[src/rtl/pipe_stage_chain.sv]
// Parametrised chain of pipeline registers with per-stage valid bits, stall/flush control
// and saturating bubble/flush event counters. Stage 0 is youngest, STAGES-1 is oldest.
module pipe_stage_chain #(
    parameter int unsigned WIDTH  = 64,
    parameter int unsigned STAGES = 4
) (
    input  logic                      clk,
    input  logic                      rst,
    input  logic                      in_valid,
    input  logic [WIDTH-1:0]          in_data,
    output logic                      in_ready,
    input  logic [STAGES-1:0]         stall,
    input  logic [STAGES-1:0]         flush,
    output logic [STAGES-1:0]         stage_valid,
    output logic [STAGES*WIDTH-1:0]   stage_data,
    output logic                      out_valid,
    output logic [WIDTH-1:0]          out_data,
    output logic [15:0]               bubble_cnt,
    output logic [15:0]               flush_cnt
);

    logic [STAGES-1:0]             valid_q, valid_d;
    logic [STAGES-1:0][WIDTH-1:0]  data_q, data_d;
    logic [15:0]                   bubble_cnt_q, bubble_cnt_d;
    logic [15:0]                   flush_cnt_q, flush_cnt_d;

    // kill[i]: some flush bit at index >= i; held[i]: some stall bit at index >= i.
    logic [STAGES-1:0] kill, held;
    logic              kill_any, stall_any;
    logic              bubble_inc;

    always_comb begin
        kill_any  = 1'b0;
        stall_any = 1'b0;
        kill      = '0;
        held      = '0;
        for (int i = STAGES - 1; i >= 0; i--) begin
            kill_any  = kill_any | flush[i];
            stall_any = stall_any | stall[i];
            kill[i]   = kill_any;
            held[i]   = stall_any;
        end
    end

    assign in_ready = (stall == '0) && (flush == '0);

    // A bubble is inserted only when an unflushed stall sits below the oldest stage.
    assign bubble_inc = ~stall[STAGES-1] & (|(held & ~kill));

    always_comb begin
        valid_d = '0;
        data_d  = '0;

        if (kill[0]) begin
            valid_d[0] = 1'b0;
            data_d[0]  = '0;
        end else if (held[0]) begin
            valid_d[0] = valid_q[0];
            data_d[0]  = data_q[0];
        end else begin
            valid_d[0] = in_valid;
            data_d[0]  = in_valid ? in_data : '0;
        end

        for (int i = 1; i < STAGES; i++) begin
            if (kill[i]) begin
                valid_d[i] = 1'b0;
                data_d[i]  = '0;
            end else if (held[i]) begin
                valid_d[i] = valid_q[i];
                data_d[i]  = data_q[i];
            end else if (held[i-1] || kill[i-1]) begin
                valid_d[i] = 1'b0;
                data_d[i]  = '0;
            end else begin
                valid_d[i] = valid_q[i-1];
                data_d[i]  = data_q[i-1];
            end
        end
    end

    always_comb begin
        bubble_cnt_d = bubble_cnt_q;
        flush_cnt_d  = flush_cnt_q;
        if (bubble_inc && (bubble_cnt_q != 16'hFFFF)) begin
            bubble_cnt_d = bubble_cnt_q + 16'd1;
        end
        if ((flush != '0) && (flush_cnt_q != 16'hFFFF)) begin
            flush_cnt_d = flush_cnt_q + 16'd1;
        end
    end

    always_ff @(posedge clk) begin
        if (rst) begin
            valid_q      <= '0;
            data_q       <= '0;
            bubble_cnt_q <= '0;
            flush_cnt_q  <= '0;
        end else begin
            valid_q      <= valid_d;
            data_q       <= data_d;
            bubble_cnt_q <= bubble_cnt_d;
            flush_cnt_q  <= flush_cnt_d;
        end
    end

    assign stage_valid = valid_q;
    assign stage_data  = data_q;
    assign out_valid   = valid_q[STAGES-1];
    assign out_data    = data_q[STAGES-1];
    assign bubble_cnt  = bubble_cnt_q;
    assign flush_cnt   = flush_cnt_q;

endmodule
[config.mk]
export PLATFORM = sky130hd
export DESIGN_NAME = pipe_stage_chain
export DESIGN_NICKNAME = d
export VERILOG_FILES = /design/src/rtl/pipe_stage_chain.sv
export SDC_FILE = /design/constraint.sdc
export NUM_CORES = 1
export LEC_CHECK = 0
export ABC_AREA = 1
export CAP_MARGIN = 5
export CORE_AREA = 2 2 168 170
export CTS_CLUSTER_SIZE = 8
export DETAILED_ROUTE_END_ITERATION = 12
export DIE_AREA = 0 0 170 172
export PLACE_DENSITY = 0.77
export SLEW_MARGIN = 20
export SYNTH_ARGS = -nofsm -noshare
export SYNTH_HDL_FRONTEND = slang
export SYNTH_SLANG_ARGS = --single-unit
[constraint.sdc]
create_clock -name clk -period 4.05 [get_ports clk]
set_input_delay 0.6075 -clock clk [delete_from_list [all_inputs] [get_ports clk]]
set_output_delay 0.6075 -clock clk [all_outputs]
set_load 0.02 [all_outputs]
Word level (Yosys, flattened, before mapping)
Index checks and enable logic that the tools add are counted.
{"block": "op_classes", "n_addsub": 2, "n_eq_ne": 2, "n_mux": 7, "n_bitwise": 10, "reduce_logical": 14}
{"cell": "2-to-1 mux 64 bit", "count": 4}
{"cell": "adder 16 x 1 -> 16 bit (second input constant)", "count": 2}
{"cell": "inequality test 16 bit (second input constant)", "count": 2}
{"cell": "logical NOT 4 bit", "count": 2}
{"cell": "OR reduction 2 bit", "count": 4}
{"cell": "OR 1 bit", "count": 6}
{"cell": "AND 4 bit", "count": 1}
{"cell": "NOT 4 bit", "count": 1}
{"cell": "nonzero test 4 bit", "count": 1}
{"cell": "OR reduction 4 bit", "count": 1}
{"cell": "logical AND 1 bit", "count": 3}
{"cell": "logical OR 1 bit", "count": 3}
{"cell": "2-to-1 mux 1 bit", "count": 3}
{"cell": "AND 1 bit", "count": 1}
{"cell": "NOT 1 bit", "count": 1}
{"block": "word_totals", "reg_bits": 292, "elab_cells": 45}

Longest topological paths before layout
Gate-level depths: netlist of the first run.
{"block": "logic_depth", "depth_word": 8, "mapped_depth": 11}

Least setup slack after synthesis of the first run
No wires, ideal clock.
{"block": "synth_path", "kind": "input to output", "start": "input flush[2]", "end": "output in_ready", "arrival_time_ps": 1272, "required_ps": 3442, "path_slack_ps": 2171, "path_stages": 6, "n_path_buf": 1, "cell_sequence": "inv_1 > nand2_2 > nor2_2 > inv_2 > nor2_2 > buf_2"}
{"block": "synth_via", "elab_chain_cells": 2}
{"element": "from (decl)", "line": "13", "source": "input logic [STAGES-1:0] flush,"}
{"element": "logical NOT 4 bit", "line": "45", "source": "assign in_ready = (stall == '0) && (flush == '0);"}
{"element": "logical AND 1 bit", "line": "45"}
{"element": "to (decl)", "line": "11", "source": "output logic in_ready,"}
No other way between the ends.

Worst setup path after layout of the first run
{"block": "layout_path", "start": "input flush[1]", "end": "output in_ready"}
Same word-level chain as after synthesis.

==> results of run 1 <==
[worst register-to-register path, cell delays in order (launching register included)]
cell and delay (ps):
dfxtp_1 370, ha_1 290, nand3_2 120, inv_2 40
nand2_1 80, nor2_1 70, a21oi_1 560, nand2_1 130
a21oi_1 160
[through the flow]
step | std cells | total power [W]
3_5_place_dp | 2164 | 0.00320
4_1_cts | 2211 | 0.00634
3_3_place_gp | 2164 | 0.00320
6_report | 2213 | 0.00628
2_1_floorplan | 1541 | 0.00307
5_1_grt | 2213 | 0.00647
[how the worst max path moves through the flow]
stage	from	to	slack (ps)
5_1_grt	flush[1]	in_ready	830
2_1_floorplan	flush[2]	in_ready	2170
3_5_place_dp	flush[1]	in_ready	930
4_1_cts	flush[1]	in_ready	920
3_3_place_gp	flush[1]	in_ready	930
6_report	flush[1]	in_ready	970
[power groups by stage]
| stage | combinational [W] | clock, W | sequential (W) |
|---|---|---|---|
| global placement | 0.000251 | 0 | 0.00295 |
| floorplan | 0.000117 | 0 | 0.00295 |
| CTS | 0.000254 | 0.00320 | 0.00289 |
| finish | 0.000253 | 0.00314 | 0.00289 |
| detailed placement | 0.000253 | 0 | 0.00295 |
| global route | 0.000269 | 0.00332 | 0.00289 |
[final cells by class]
| type | instances | area share, % |
|---|---|---|
| multi-input combinational | 1042 | 27.9 |
| antenna | 2 | 0.0299 |
| sequential | 292 | 35.0 |
| timing repair buffer | 447 | 26.8 |
| inverter | 37 | 0.831 |
| clock buffer | 47 | 6.90 |
| tap | 346 | 2.59 |
[state kept, by name (all words and copies together) (netlist names)]
signal	cells
bubble_cnt	16
stage_valid	4
flush_cnt	16
stage_data	192
out_data	64
[synthesized netlist by cell type (all sizes together)]
| master | number | area, µm² |
|---|---|---|
| ha | 2 | 25.0 |
| nand3b | 3 | 22.5 |
| xor2 | 6 | 52.6 |
| dfxtp | 292 | 5850 |
| nor2 | 51 | 206 |
| a21oi | 289 | 1450 |
| nand2 | 516 | 1950 |
| o21ai | 8 | 40.0 |
| inv | 36 | 135 |
| xnor2 | 6 | 52.6 |
| nor3 | 1 | 10.0 |
| buf | 134 | 827 |
| nand4 | 11 | 68.8 |
| clkbuf | 36 | 135 |
| clkinv | 1 | 3.75 |
| nand3 | 149 | 761 |
[routing by layer]
layer	GRT usage, %	vias to the layer above
met2	45.5	477
met4	9.25	4
met3	5.17	87
met1	33.2	5440
li1	-	5603
met5	0	-
[cell families after synthesis]
family                     after synthesis  share of synthesized area, %
and+or+nand+nor                        731                          26.1
AOI/OAI and AO/OA                      297                          12.8
DFF                                    292                          50.5
buffers and inverters                  207                          9.51
xor gates and xnor gates                12                         0.907
adders and majority gates                2                         0.216
==> metrics, run 1 <==
cell chosen for the clock root=clkbuf_16; number of clock buffers inserted by TritonCTS=42; Clock transition at path regs=50 ps; Worst path slowest cell=clkdlybuf4s50_1; ratio of cells with drive above 1 in the final layout=4.72%; Max-cap violations=0; overall routed net length=40.5 mm; Least-Margin Pin Slew=895 ps; Clock H-tree levels=2; number of cells on the critical path=7; number of remaining DRC errors=0; setup TNS=0 ps; Clock Skew=6.87 ps; R2R Setup Slk=2170 ps; Sw Ratio=a little over a fifth; via density per instance=5.25; Leakage Power=5.22 nW; footprint of the multi-input gates=4660 µm²; Worst Hold Margin=468 ps; clock network power share=between 50% and 60%; placement-stage worst setup slack=926 ps; endpoint required time on the critical path=approximately 3400 ps; count of pins on the block boundary=between 400 and 500; number of hold buffers added after CTS=0; worst hold path depth=2; origin of the critical flop-to-flop path=flush_cnt[0]$_SDFFE_PP0P_; Arr. time, crit path=approximately 2500 ps; maximum buffer depth of the clock tree=3; P_sw=0.00134 W; Pins Over Slew Limit=0; # port buffers=~430; Tmin final=3080 ps; area enclosed by the die boundary=just under 30000 µm²; unrepaired setup endpoints after global routing=no; number of sinks on the clock net=292; count of final setup violators=0; routed wire length on met3=3.04 mm; length of the first detailed-routing pass in iterations=5; first-pass GRT wire length=between 60 and 70 mm; Synthesized Nets=1618; worst setup margin=971 ps; initial core utilization=42.2%; IR Drop Worst-Case VDD=293 µV; Routability Congestion=around 0.91; length of routed met2 wiring=19.9 mm; most frequent cells in the layout=508 x nand2_1, 430 x clkdlybuf4s50_1, 292 x dfxtp_1, 289 x a21oi_1, 146 x nand3_1; flops & latches, synth=292; cell type with the highest occurrence count on the critical path=clkdlybuf4s50_1; Register-to-Register Path Depth=8; sum of routed wire segments on met1=16.3 mm; final global-route overflow total=0; critical setup path kind=in -> out; CP cell instances=clkdlybuf4s50_1 > inv_1 > nand2_1 > nor2_2 > inv_2 > nor2_4 > clkdlybuf4s50_1; cell-internal power=0.00494 W; Row Count=61; HP Class=reg -> reg; Net count, final=1939; count of buffers added by post-CTS timing repair for setup=0; sequential group share of total power=46.0%; DR vias=11600; final instance area=16700 µm²; initial antenna violation count=4; fill cell count=2421; post-detailed-route wirelength per cell=18.3 µm; commonest non-fill, non-tap cell in the layout=nand2_1; vias in the first global route=10600; mapped cell area=11600 µm²; biggest cell delay along the critical path=660 ps; Setup crit end kind=output pin; count of unique library cells instantiated by Yosys=25; Max Clk Rate=325 MHz; total number of yosys warnings=0; total routing resource utilization after global routing=around a quarter; destination of the worst register-to-register timing path=flush_cnt[5]$_SDFFE_PP0P_; number of instances in the synthesized netlist=approximately 1500; HP Start=out_data[63]$_SDFFE_PP0N_; total count of hold-check failures in the final report=0; largest net degree at the start of global routing=69; endpoint with the worst hold slack=out_data[63]$_SDFFE_PP0N_; kind of cell with the highest combined delay on the critical path=buffers and inverters; number of DRC markers in iteration 0=796; Core Area=27500 µm²; clock tree from TritonCTS=done; area taken by flip-flops and latches=5850 µm²; area overhead of the layout relative to synthesis=44.3%; startpoint types=input pin; top layer in use=met5; die height=172 µm; PostCTS Resize Cnt=0; average cell area after synthesis=7.52 µm²; largest driver fanout on the critical path=11; Antenna Violating Nets Remaining=0; instance area at placement=15600 µm²; relative slew slack=between 40% and 50%; sequential cell area fraction in the yosys report=a little over 50%; source-to-sink clock delay at the later pin of the worst-skew pair=510 ps; chip width=170 µm; combinational group share of total power=4.0%; count of buffer and inverter cells on the critical path=4; hpwl dp=27.2 mm; Final Cycle Share=76.0%; power density normalized to cell area=376 nW/µm²; outcome=completed; final core area utilization=60.8%
Note: power is estimated with default switching activity, not from simulation.
==> inputs of run 2 (changes only) <==
CORE_AREA = 2 2 171 173   (was 2 2 168 170)
DIE_AREA = 0 0 173 175   (was 0 0 170 172)
PLACE_DENSITY = 0.75   (was 0.77)
clock period = 3.2 ns   (was 4.05 ns; I/O delays follow)
==> run 2 against run 1 <==
- via count is 0.84% higher
- die area grew 3.5%
- flip-flop and latch count unchanged
- clock-buffer cell count shrank 1
- wire length hardly changed
- non-clock buffer count increased by 3
- setup slack worse by 660 ps
- register-to-register slack worse by 800 ps
- critical path depth is the same
- worst hold slack got worse by 160 ps
- first-iteration DRC count up 13%
- largest cell class unchanged
- highest routed layer unchanged
==> metrics, run 2 (synthesized netlist as in run 1, its figures left out) <==
outcome=completed; relative slew slack=46.3%; number of remaining DRC errors=0; PostCTS Resize Cnt=0; Clock H-tree levels=2; startpoint types=input pin; flip-flop count of the largest register, all copies and words added=192; number of hold buffers added after CTS=0; critical setup path kind=in -> out; routed wire length on met3=3.22 mm; length of the first detailed-routing pass in iterations=6; cell type with the highest occurrence count on the critical path=clkdlybuf4s50_1; Clock transition at path regs=50 ps; Total Power=a little under 0.008 W; area enclosed by the die boundary=30300 µm²; Routability Congestion=slightly above 0.9; first-pass GRT wire length=61.9 mm; Core Area=roughly 28000 µm²; count of buffers added by post-CTS timing repair for setup=0; die height=175 µm; length of routed met2 wiring=about 20 mm; kind of cell with the highest combined delay on the critical path=buffers and inverters; Net count, final=between 1500 and 2000; count of buffer and inverter cells on the critical path=4; source-to-sink clock delay at the later pin of the worst-skew pair=510 ps; commonest non-fill, non-tap cell in the layout=nand2_1; post-detailed-route wirelength per cell=18.0 µm; fill cell count=2586; Max-cap violations=0; Clock Skew=between 10 and 15 ps; area overhead of the layout relative to synthesis=44.5%; clock tree from TritonCTS=done; count of final setup violators=0; chip width=approximately 170 µm; DR vias=11700; via density per instance=5.19; IR Drop Worst-Case VDD=310 µV; # port buffers=roughly 430; setup TNS=0 ps; endpoint required time on the critical path=around 2700 ps; biggest cell delay along the critical path=about 670 ps; number of sinks on the clock net=292; Row Count=62; largest net degree at the start of global routing=67; initial antenna violation count=4; cell chosen for the clock root=clkbuf_16; number of clock buffers inserted by TritonCTS=42; Tmin final=2890 ps; initial core utilization=40.8%; Setup crit end kind=output pin; vias in the first global route=10900; ratio of cells with drive above 1 in the final layout=about 4.8%; number of DRC markers in iteration 0=898; total routing resource utilization after global routing=25.4%; top layer in use=met5; count of pins on the block boundary=433; Worst path slowest cell=clkdlybuf4s50_1; total count of hold-check failures in the final report=0; most frequent cells in the layout=508 x nand2_1, 430 x clkdlybuf4s50_1, 292 x dfxtp_1, 289 x a21oi_1, 146 x nand3_1; largest driver fanout on the critical path=11; Least-Margin Pin Slew=805 ps; unrepaired setup endpoints after global routing=no; maximum buffer depth of the clock tree=3; sum of routed wire segments on met1=about 16 mm; Final Cycle Share=90.3%; Arr. time, crit path=2410 ps; Antenna Violating Nets Remaining=0; final global-route overflow total=0; CP cell instances=clkdlybuf4s50_1 > clkinv_1 > nand2_2 > nor2_2 > inv_2 > nor2_4 > clkdlybuf4s50_1; Leakage Power=5.21 nW; overall routed net length=approximately 41 mm; hpwl dp=27.6 mm; Pins Over Slew Limit=0; power density normalized to cell area=467 nW/µm²; HP Class=in -> reg; Max Clk Rate=346 MHz
## run 2: cell count changes in the layout (fill, tap and decap cells not counted), sizes merged
| cell | delta |
|---|---|
| buf | +3 |
| clkbuf | -1 |
| inv | +1 |
## run 2: area by class of cell
class | count | area [µm²] | area share, %
multi-input combinational | 1042 | 4650 | 27.8
tap | 384 | 480 | 2.87
antenna | 2 | 5.00 | 0.0299
clock inverter | 1 | 8.76 | 0.0523
timing repair buffer | 450 | 4510 | 27.0
clock buffer | 46 | 1100 | 6.55
inverter | 37 | 139 | 0.830
sequential | 292 | 5850 | 34.9
## run 2: per-layer routing
layer,track usage [%],vias up
met3,5.44,105
met4,10.3,4
li1,-,5605
met1,31.3,5451
met5,0,-
met2,43.3,543
## run 2: final timing paths
kind | start | end | slack (ps) | depth (start not counted)
min | in_valid | stage_data[14]$_SDFFE_PP0N_ | 310 | 3
max | flush[3] | in_ready | 310 | 7
max reg2reg | bubble_cnt[0]$_SDFFE_PP0P_ | bubble_cnt[5]$_SDFFE_PP0P_ | 1370 | 10
min reg2reg | stage_data[88]$_SDFFE_PP0N_ | stage_data[152]$_SDFFE_PP0N_ | 470 | 2
## run 2: worst register-to-register path, stage by stage, from the launching register on
cell,delay [ps]
dfxtp_1,350
ha_1,260
nand2_1,100
nor2_1,40
nand2_1,90
inv_1,60
nand2_2,110
inv_1,60
nor2_2,420
nand2_1,110
a21oi_1,150
## run 2: per-stage QoR
step	cell area (µm²)	setup WS, ps	hold slack, ps	instances	util [%]
2_1_floorplan	11600	1530	545	1541	-
3_3_place_gp	15600	325	463	2205	55.1
3_5_place_dp	15600	294	470	2205	55.1
4_1_cts	16700	289	285	2252	58.9
5_1_grt	16700	206	307	2254	59.0
6_report	16700	309	309	2254	59.0
## run 2: where the power goes
group	switching (W)	internal, W
clock	0.00147	0.00237
combinational	0.000204	0.000118
sequential	0.00000883	0.00365
